**src/rtl/turn_queue.sv**
```systemverilog
// Keyboard-to-head direction command queue: press edge detection, same-axis
// rejection, small FIFO, and fixed hold/gap spacing of emitted commands.
module turn_queue #(
  parameter int DEPTH       = 4,
  parameter int HOLD_FRAMES = 2,
  parameter int GAP_FRAMES  = 6
) (
  input  logic                     frame_clk,
  input  logic                     Reset,
  input  logic [7:0]               keycode_in,
  input  logic                     halt,
  output logic [7:0]               keycode_out,
  output logic [$clog2(DEPTH):0]   q_count,
  output logic                     q_full,
  output logic                     overflow
);

  localparam int AW = $clog2(DEPTH);
  localparam int CW = AW + 1;
  localparam int HW = (HOLD_FRAMES > 1) ? $clog2(HOLD_FRAMES) : 1;
  localparam int GW = (GAP_FRAMES > 1) ? $clog2(GAP_FRAMES) : 1;
  localparam logic [HW-1:0] HOLD_LOAD = HW'(HOLD_FRAMES - 1);
  localparam logic [GW-1:0] GAP_LOAD  = (GAP_FRAMES > 0) ? GW'(GAP_FRAMES - 1) : '0;
  localparam logic [CW-1:0] FULL_COUNT = CW'(DEPTH);

  typedef enum logic [1:0] {AXIS_NONE, AXIS_X, AXIS_Y} axis_t;
  typedef enum logic [1:0] {IDLE, DRIVE, GAP} state_t;

  function automatic axis_t axis_of(input logic [7:0] key);
    case (key)
      8'h04, 8'h07: return AXIS_X;
      8'h16, 8'h1A: return AXIS_Y;
      default:      return AXIS_NONE;
    endcase
  endfunction

  logic [7:0]    mem [DEPTH];
  logic [7:0]    prev_key;
  axis_t         last_axis;
  state_t        state, state_next;
  logic [HW-1:0] hold_cnt, hold_next;
  logic [GW-1:0] gap_cnt, gap_next;
  logic [AW-1:0] rd_ptr, wr_ptr;
  logic [CW-1:0] count_next;
  logic [7:0]    out_next;
  axis_t         key_axis;
  logic          press, accept, pop, push, drop;

  always_comb begin
    key_axis = axis_of(keycode_in);
    press    = (key_axis != AXIS_NONE) && (keycode_in != prev_key);
    accept   = press && (key_axis != last_axis) && !halt;
    // Pop decision uses the registered occupancy, so a fresh push never bypasses.
    pop      = !halt && (state == IDLE) && (q_count != '0);
    push     = accept && ((q_count != FULL_COUNT) || pop);
    drop     = accept && !push;
    count_next = q_count;
    case ({push, pop})
      2'b10:   count_next = q_count + 1'b1;
      2'b01:   count_next = q_count - 1'b1;
      default: count_next = q_count;
    endcase
  end

  always_comb begin
    state_next = state;
    hold_next  = hold_cnt;
    gap_next   = gap_cnt;
    out_next   = keycode_out;
    if (halt) begin
      state_next = IDLE;
      out_next   = 8'h00;
    end else begin
      case (state)
        IDLE: begin
          out_next = 8'h00;
          if (pop) begin
            out_next   = mem[rd_ptr];
            hold_next  = HOLD_LOAD;
            state_next = DRIVE;
          end
        end
        DRIVE: begin
          if (hold_cnt == '0) begin
            out_next = 8'h00;
            if (GAP_FRAMES == 0) begin
              state_next = IDLE;
            end else begin
              state_next = GAP;
              gap_next   = GAP_LOAD;
            end
          end else begin
            hold_next = hold_cnt - 1'b1;
          end
        end
        GAP: begin
          out_next = 8'h00;
          if (gap_cnt == '0) state_next = IDLE;
          else               gap_next   = gap_cnt - 1'b1;
        end
        default: begin
          state_next = IDLE;
          out_next   = 8'h00;
        end
      endcase
    end
  end

  // Storage has no reset so it can map onto distributed/block RAM.
  always_ff @(posedge frame_clk) begin
    if (push) mem[wr_ptr] <= keycode_in;
  end

  always_ff @(posedge frame_clk or posedge Reset) begin
    if (Reset) begin
      prev_key    <= 8'h00;
      last_axis   <= AXIS_NONE;
      state       <= IDLE;
      hold_cnt    <= '0;
      gap_cnt     <= '0;
      keycode_out <= 8'h00;
      rd_ptr      <= '0;
      wr_ptr      <= '0;
      q_count     <= '0;
      q_full      <= 1'b0;
      overflow    <= 1'b0;
    end else begin
      prev_key    <= keycode_in;
      state       <= state_next;
      hold_cnt    <= hold_next;
      gap_cnt     <= gap_next;
      keycode_out <= out_next;
      overflow    <= drop;
      if (halt) begin
        last_axis <= AXIS_NONE;
        rd_ptr    <= '0;
        wr_ptr    <= '0;
        q_count   <= '0;
        q_full    <= 1'b0;
      end else begin
        if (accept) last_axis <= key_axis;
        if (push)   wr_ptr <= wr_ptr + 1'b1;
        if (pop)    rd_ptr <= rd_ptr + 1'b1;
        q_count <= count_next;
        q_full  <= (count_next == FULL_COUNT);
      end
    end
  end

endmodule
```
**config.mk**
```make
export PLATFORM = sky130hd
export DESIGN_NAME = turn_queue
export DESIGN_NICKNAME = d
export VERILOG_FILES = /design/src/rtl/turn_queue.sv
export SDC_FILE = /design/constraint.sdc
export NUM_CORES = 1
export LEC_CHECK = 0
export ABC_AREA = 1
export BUFFER_PORTS_ARGS = -buffer_cell sky130_fd_sc_hd__buf_2
export CORE_MARGIN = 10
export CORE_UTILIZATION = 50
export CTS_BUF_LIST = sky130_fd_sc_hd__clkbuf_4 sky130_fd_sc_hd__clkbuf_8
export DETAILED_ROUTE_END_ITERATION = 6
export PLACE_DENSITY = 0.71
export SYNTH_ARGS = -nofsm -noshare
export SYNTH_HDL_FRONTEND = slang
export SYNTH_SLANG_ARGS = --single-unit
export TNS_END_PERCENT = 30
```
**constraint.sdc**
```tcl
create_clock -name frame_clk -period 1.7 [get_ports frame_clk]
set_input_delay 0.425 -clock frame_clk [delete_from_list [all_inputs] [get_ports frame_clk]]
set_output_delay 0.425 -clock frame_clk [all_outputs]
set_load 0.01 [all_outputs]
```
==> impl_metrics.csv <==
group,metric,value,unit
sta,rsz0062_at_grt,"yes",
layout,flow.area_growth_from_synthesis,27.4,%
setup_path,critPathLaunch,"prev_key[6]",
setup_path,worstSetupPathType,"register to register",
routing,route.detailed.vias_per_inst,5.05,
routing,drc_errors,0,
min_path,classification_of_the_worst_slack_hold_path,"primary input to asynchronous set/reset pin",
logic_synthesis,post_synth_main_area_contributors,"sky130_fd_sc_hd__edfxtp_1, sky130_fd_sc_hd__dfrtp_1, sky130_fd_sc_hd__nand2_1",
cts,cts_tree,"done",
die,dieWidth,96.9,µm
layout,drive_above_1_share,0.320,
setup_path,worstPathMaxFanout,2,
job,maxCapViolations,0,
layout,post-route-cell-area,3770,µm²
layout,final_antenna_diode_count,0,
logic_synthesis,synth_compound_area_frac,0.0938,
cts,max-clock-path-buffers,2,
logic_synthesis,mappedNetlistNets,312,
sta,final-setup-viol-count,39,
sta,fmaxAchievable,0.529,GHz
setup_path,reg2reg_slack,-0.19,ns
logic_synthesis,post-synth-top-area-cell,"sky130_fd_sc_hd__edfxtp_1",
die,design.portCount,24,
layout,multi_input_area,1070,µm²
logic_synthesis,yosys.area_share.xor_xnor,0,
logic_synthesis,synth.yosys.seq_area_share,0.604,
sta,maxSlewHeadroom,0.693,
setup_path,capturing_element_type_of_the_critical_path,"register",
routing,ant_nets,0,
die,fp.dieArea,9400,µm²
grt,grt_start_max_net_pins,34,
routing,drt_wl_total,6030,µm
setup_path,cp_data_required_time,1.96,ns
logic_synthesis,synth.lib_cells_used.distinct,29,
die,floorplan.initialDensity,0.525,
logic_synthesis,mappedNetlistArea,2960,µm²
cts,cts_hold_buffers,0,
pwr,irDropWorstVdd,851,µV
sta,min_period,1.89,ns
routing,route.vias.total,2197,
sta,period_utilization_post_route,1.11,
place,dpl_cell_area,3480,µm²
layout,design.final.nets,376,
sta,setup_ws,-0.190,ns
sta,timing_worst_slew_pin_value,0.458,ns
cts,worstSkewPairLatency,0.33,ns
sta,hold_viol,0,
die,chipHeight,96.9,µm
layout,regArea,1790,µm²
pwr,power_per_cell_area,1240,nW/µm²
outcome,run_status,"finished, violations left",
cts,path_clk_slew,0.07,ns
logic_synthesis,muxShareOfSynthArea,0,
grt,combined_global_route_utilization_of_all_metal_layers,0.127,
pwr,total_power,4670,µW
sta,setup_total_negative_slack,-4.67,ns
logic_synthesis,postSynthRegisterBits,65,
layout,fillCellCount,400,
place,hpwl,4280,µm
logic_synthesis,synth_warnings,0,
logic_synthesis,synth_top_cell_area_share,0.325,
logic_synthesis,post_synth.cell_area_avg,10.1,µm²
die,placeableCoreArea,5640,µm²
cts,numClockSinks,65,
grt,global_route_wire_length_before_repair,10000,µm
setup_path,r2r_start,"prev_key[6]",
sta,fin_worst_hold_slack,0.173,ns
routing,first_pass_iters,4,
setup_path,cp.arrival,2.15,ns
place,placement.io_buffers,23,
routing,detail_route.iter0.violations,110,
setup_path,worst_setup_path_endpoint,"q_full",
grt,first_global_vias,2134,
place,gp_routability_congestion,0.838,
setup_path,r2r.worst_path.cells,15,
logic_synthesis,synth_fa_ha_area_frac,0.0321,
die,placementRows,27,
cts,cts-htree-levels,3,
routing,drt_wl_cell,13.9,µm
sta,timing.final.max_slew_violations,0,
grt,grt_antenna_before_repair,0,
grt,grt_overflow_total,0,
place,detailedPlace.worstSlack,-0.447,ns
setup_path,crit_path_start_kind,"register",
logic_synthesis,synth_top_family_by_area,"simple AND/OR/NAND/NOR gates",
outcome,failing_checks,"setup timing",
sta,worst_skew,0.00481,ns
logic_synthesis,yosys.area_share.simple,0.206,
setup_path,reg_to_reg_endpoint,"q_full",
logic_synthesis,post_synth_inst_count,294,
cts,cts-buffers-inserted,9,
cts,ctsRootBufferMaster,"sky130_fd_sc_hd__clkbuf_8",
pwr,power.leakage,0.00175,µW
## critical path: stages, from the launching register on
cell and delay, ns:
sky130_fd_sc_hd__dfrtp_1 0.38, sky130_fd_sc_hd__nor2_1 0.08, sky130_fd_sc_hd__nor2_1 0.05, sky130_fd_sc_hd__nor2_1 0.14, sky130_fd_sc_hd__nand2_1 0.08, sky130_fd_sc_hd__nor2_2 0.13
sky130_fd_sc_hd__nor2_4 0.06, sky130_fd_sc_hd__nand2_4 0.08, sky130_fd_sc_hd__nand2_4 0.05, sky130_fd_sc_hd__inv_2 0.06, sky130_fd_sc_hd__fa_2 0.43, sky130_fd_sc_hd__inv_2 0.06
sky130_fd_sc_hd__nand2_2 0.04, sky130_fd_sc_hd__nand2_2 0.05, sky130_fd_sc_hd__nand2_1 0.05, sky130_fd_sc_hd__nor2_1 0.09
## layer usage
metal	up-vias	track usage	share of wire
li1	1098	-	-
met3	5	0.0362	0.046
met2	43	0.217	0.51
met5	-	0	0
met1	1051	0.151	0.44
met4	0	0.0406	0.0098
## kinds of logic after synthesis
| kind of cell | after synthesis |
|---|---|
| simple gates | 127 |
| compound gates | 44 |
| flops | 65 |
| fa+ha+maj | 7 |
| buf+inv | 51 |
## state kept, by name (all words and copies together), names as in the netlist
signal and count:
mem 32, state 2, q_count 3, overflow 1, last_axis 2, keycode_out 8, gap_cnt 3, prev_key 8
hold_cnt 1, wr_ptr 2, q_full 1, rd_ptr 2
## repair_timing
item / in CTS / in global routing
setup buffers: 2 / 1
pin swaps: 1 / 5
gates resized for setup: 3 / 14
setup endpoints to repair: 36 / 41
## where the power goes
part           switching (µW)  internal [µW]  leakage [µW]
Sequential                113           1830      0.000717
Combinational             805            560      0.000932
Clock                     583            774      0.000106
Total                    1500           3160       0.00175
## stage by stage
step / util / std cells
3_5_place_dp: 0.617 / 416
5_1_grt: 0.669 / 435
6_report: 0.669 / 435
2_1_floorplan: - / 294
4_1_cts: 0.660 / 434
3_3_place_gp: 0.617 / 416
## area by class of cell
type	count	share of cell area
multi-input combinational	178	0.285
sequential	65	0.474
clock buffer	12	0.0421
tap	72	0.0239
clock inverter	4	0.0136
timing repair buffer	59	0.117
inverter	45	0.0448
## worst min path at each step
stage,startpoint,end,depth (start not counted)
floorplan,gap_cnt[2],gap_cnt[2],2
global placement,gap_cnt[2],gap_cnt[2],2
detailed placement,gap_cnt[2],gap_cnt[2],2
CTS,Reset,keycode_out[1],3
global route,Reset,state[0],3
finish,Reset,gap_cnt[1],3
## cells in the mapped netlist
| cell type | instances |
|---|---|
| sky130_fd_sc_hd__nor2_1 | 39 |
| sky130_fd_sc_hd__nand3b_1 | 1 |
| sky130_fd_sc_hd__a32o_1 | 8 |
| sky130_fd_sc_hd__nand3_2 | 1 |
| sky130_fd_sc_hd__a31oi_1 | 1 |
| sky130_fd_sc_hd__dfrtp_1 | 33 |
| sky130_fd_sc_hd__fa_1 | 1 |
| sky130_fd_sc_hd__nand2_1 | 52 |
| sky130_fd_sc_hd__nand3_1 | 15 |
| sky130_fd_sc_hd__nand4_4 | 1 |
| sky130_fd_sc_hd__edfxtp_1 | 32 |
| sky130_fd_sc_hd__ha_1 | 6 |
| sky130_fd_sc_hd__inv_2 | 5 |
| sky130_fd_sc_hd__o21ai_0 | 24 |
| sky130_fd_sc_hd__nand2_4 | 1 |
| sky130_fd_sc_hd__nor2_8 | 1 |
| sky130_fd_sc_hd__o22ai_1 | 8 |
| sky130_fd_sc_hd__nor2_4 | 1 |
| sky130_fd_sc_hd__o21bai_1 | 1 |
| sky130_fd_sc_hd__nand2_2 | 8 |
| sky130_fd_sc_hd__clkbuf_1 | 6 |
| sky130_fd_sc_hd__clkinv_1 | 2 |
| sky130_fd_sc_hd__nor2_2 | 3 |
| sky130_fd_sc_hd__inv_1 | 38 |
| sky130_fd_sc_hd__nand4_1 | 2 |
| sky130_fd_sc_hd__nand4_2 | 1 |
| sky130_fd_sc_hd__a22o_1 | 1 |
| sky130_fd_sc_hd__nand3_4 | 1 |
| sky130_fd_sc_hd__a21oi_1 | 1 |
## layout by cell type (no fill, tap or decap), types with 11 or more instances in the layout
| master | n |
|---|---|
| sky130_fd_sc_hd__nor2_1 | 33 |
| sky130_fd_sc_hd__dfrtp_1 | 33 |
| sky130_fd_sc_hd__inv_1 | 34 |
| sky130_fd_sc_hd__nand2_1 | 48 |
| sky130_fd_sc_hd__nand3_1 | 12 |
| sky130_fd_sc_hd__buf_4 | 30 |
| sky130_fd_sc_hd__buf_2 | 23 |
| sky130_fd_sc_hd__edfxtp_1 | 32 |
| sky130_fd_sc_hd__clkbuf_8 | 11 |
| sky130_fd_sc_hd__o21ai_0 | 22 |
Power figures use the tool's default switching activity.
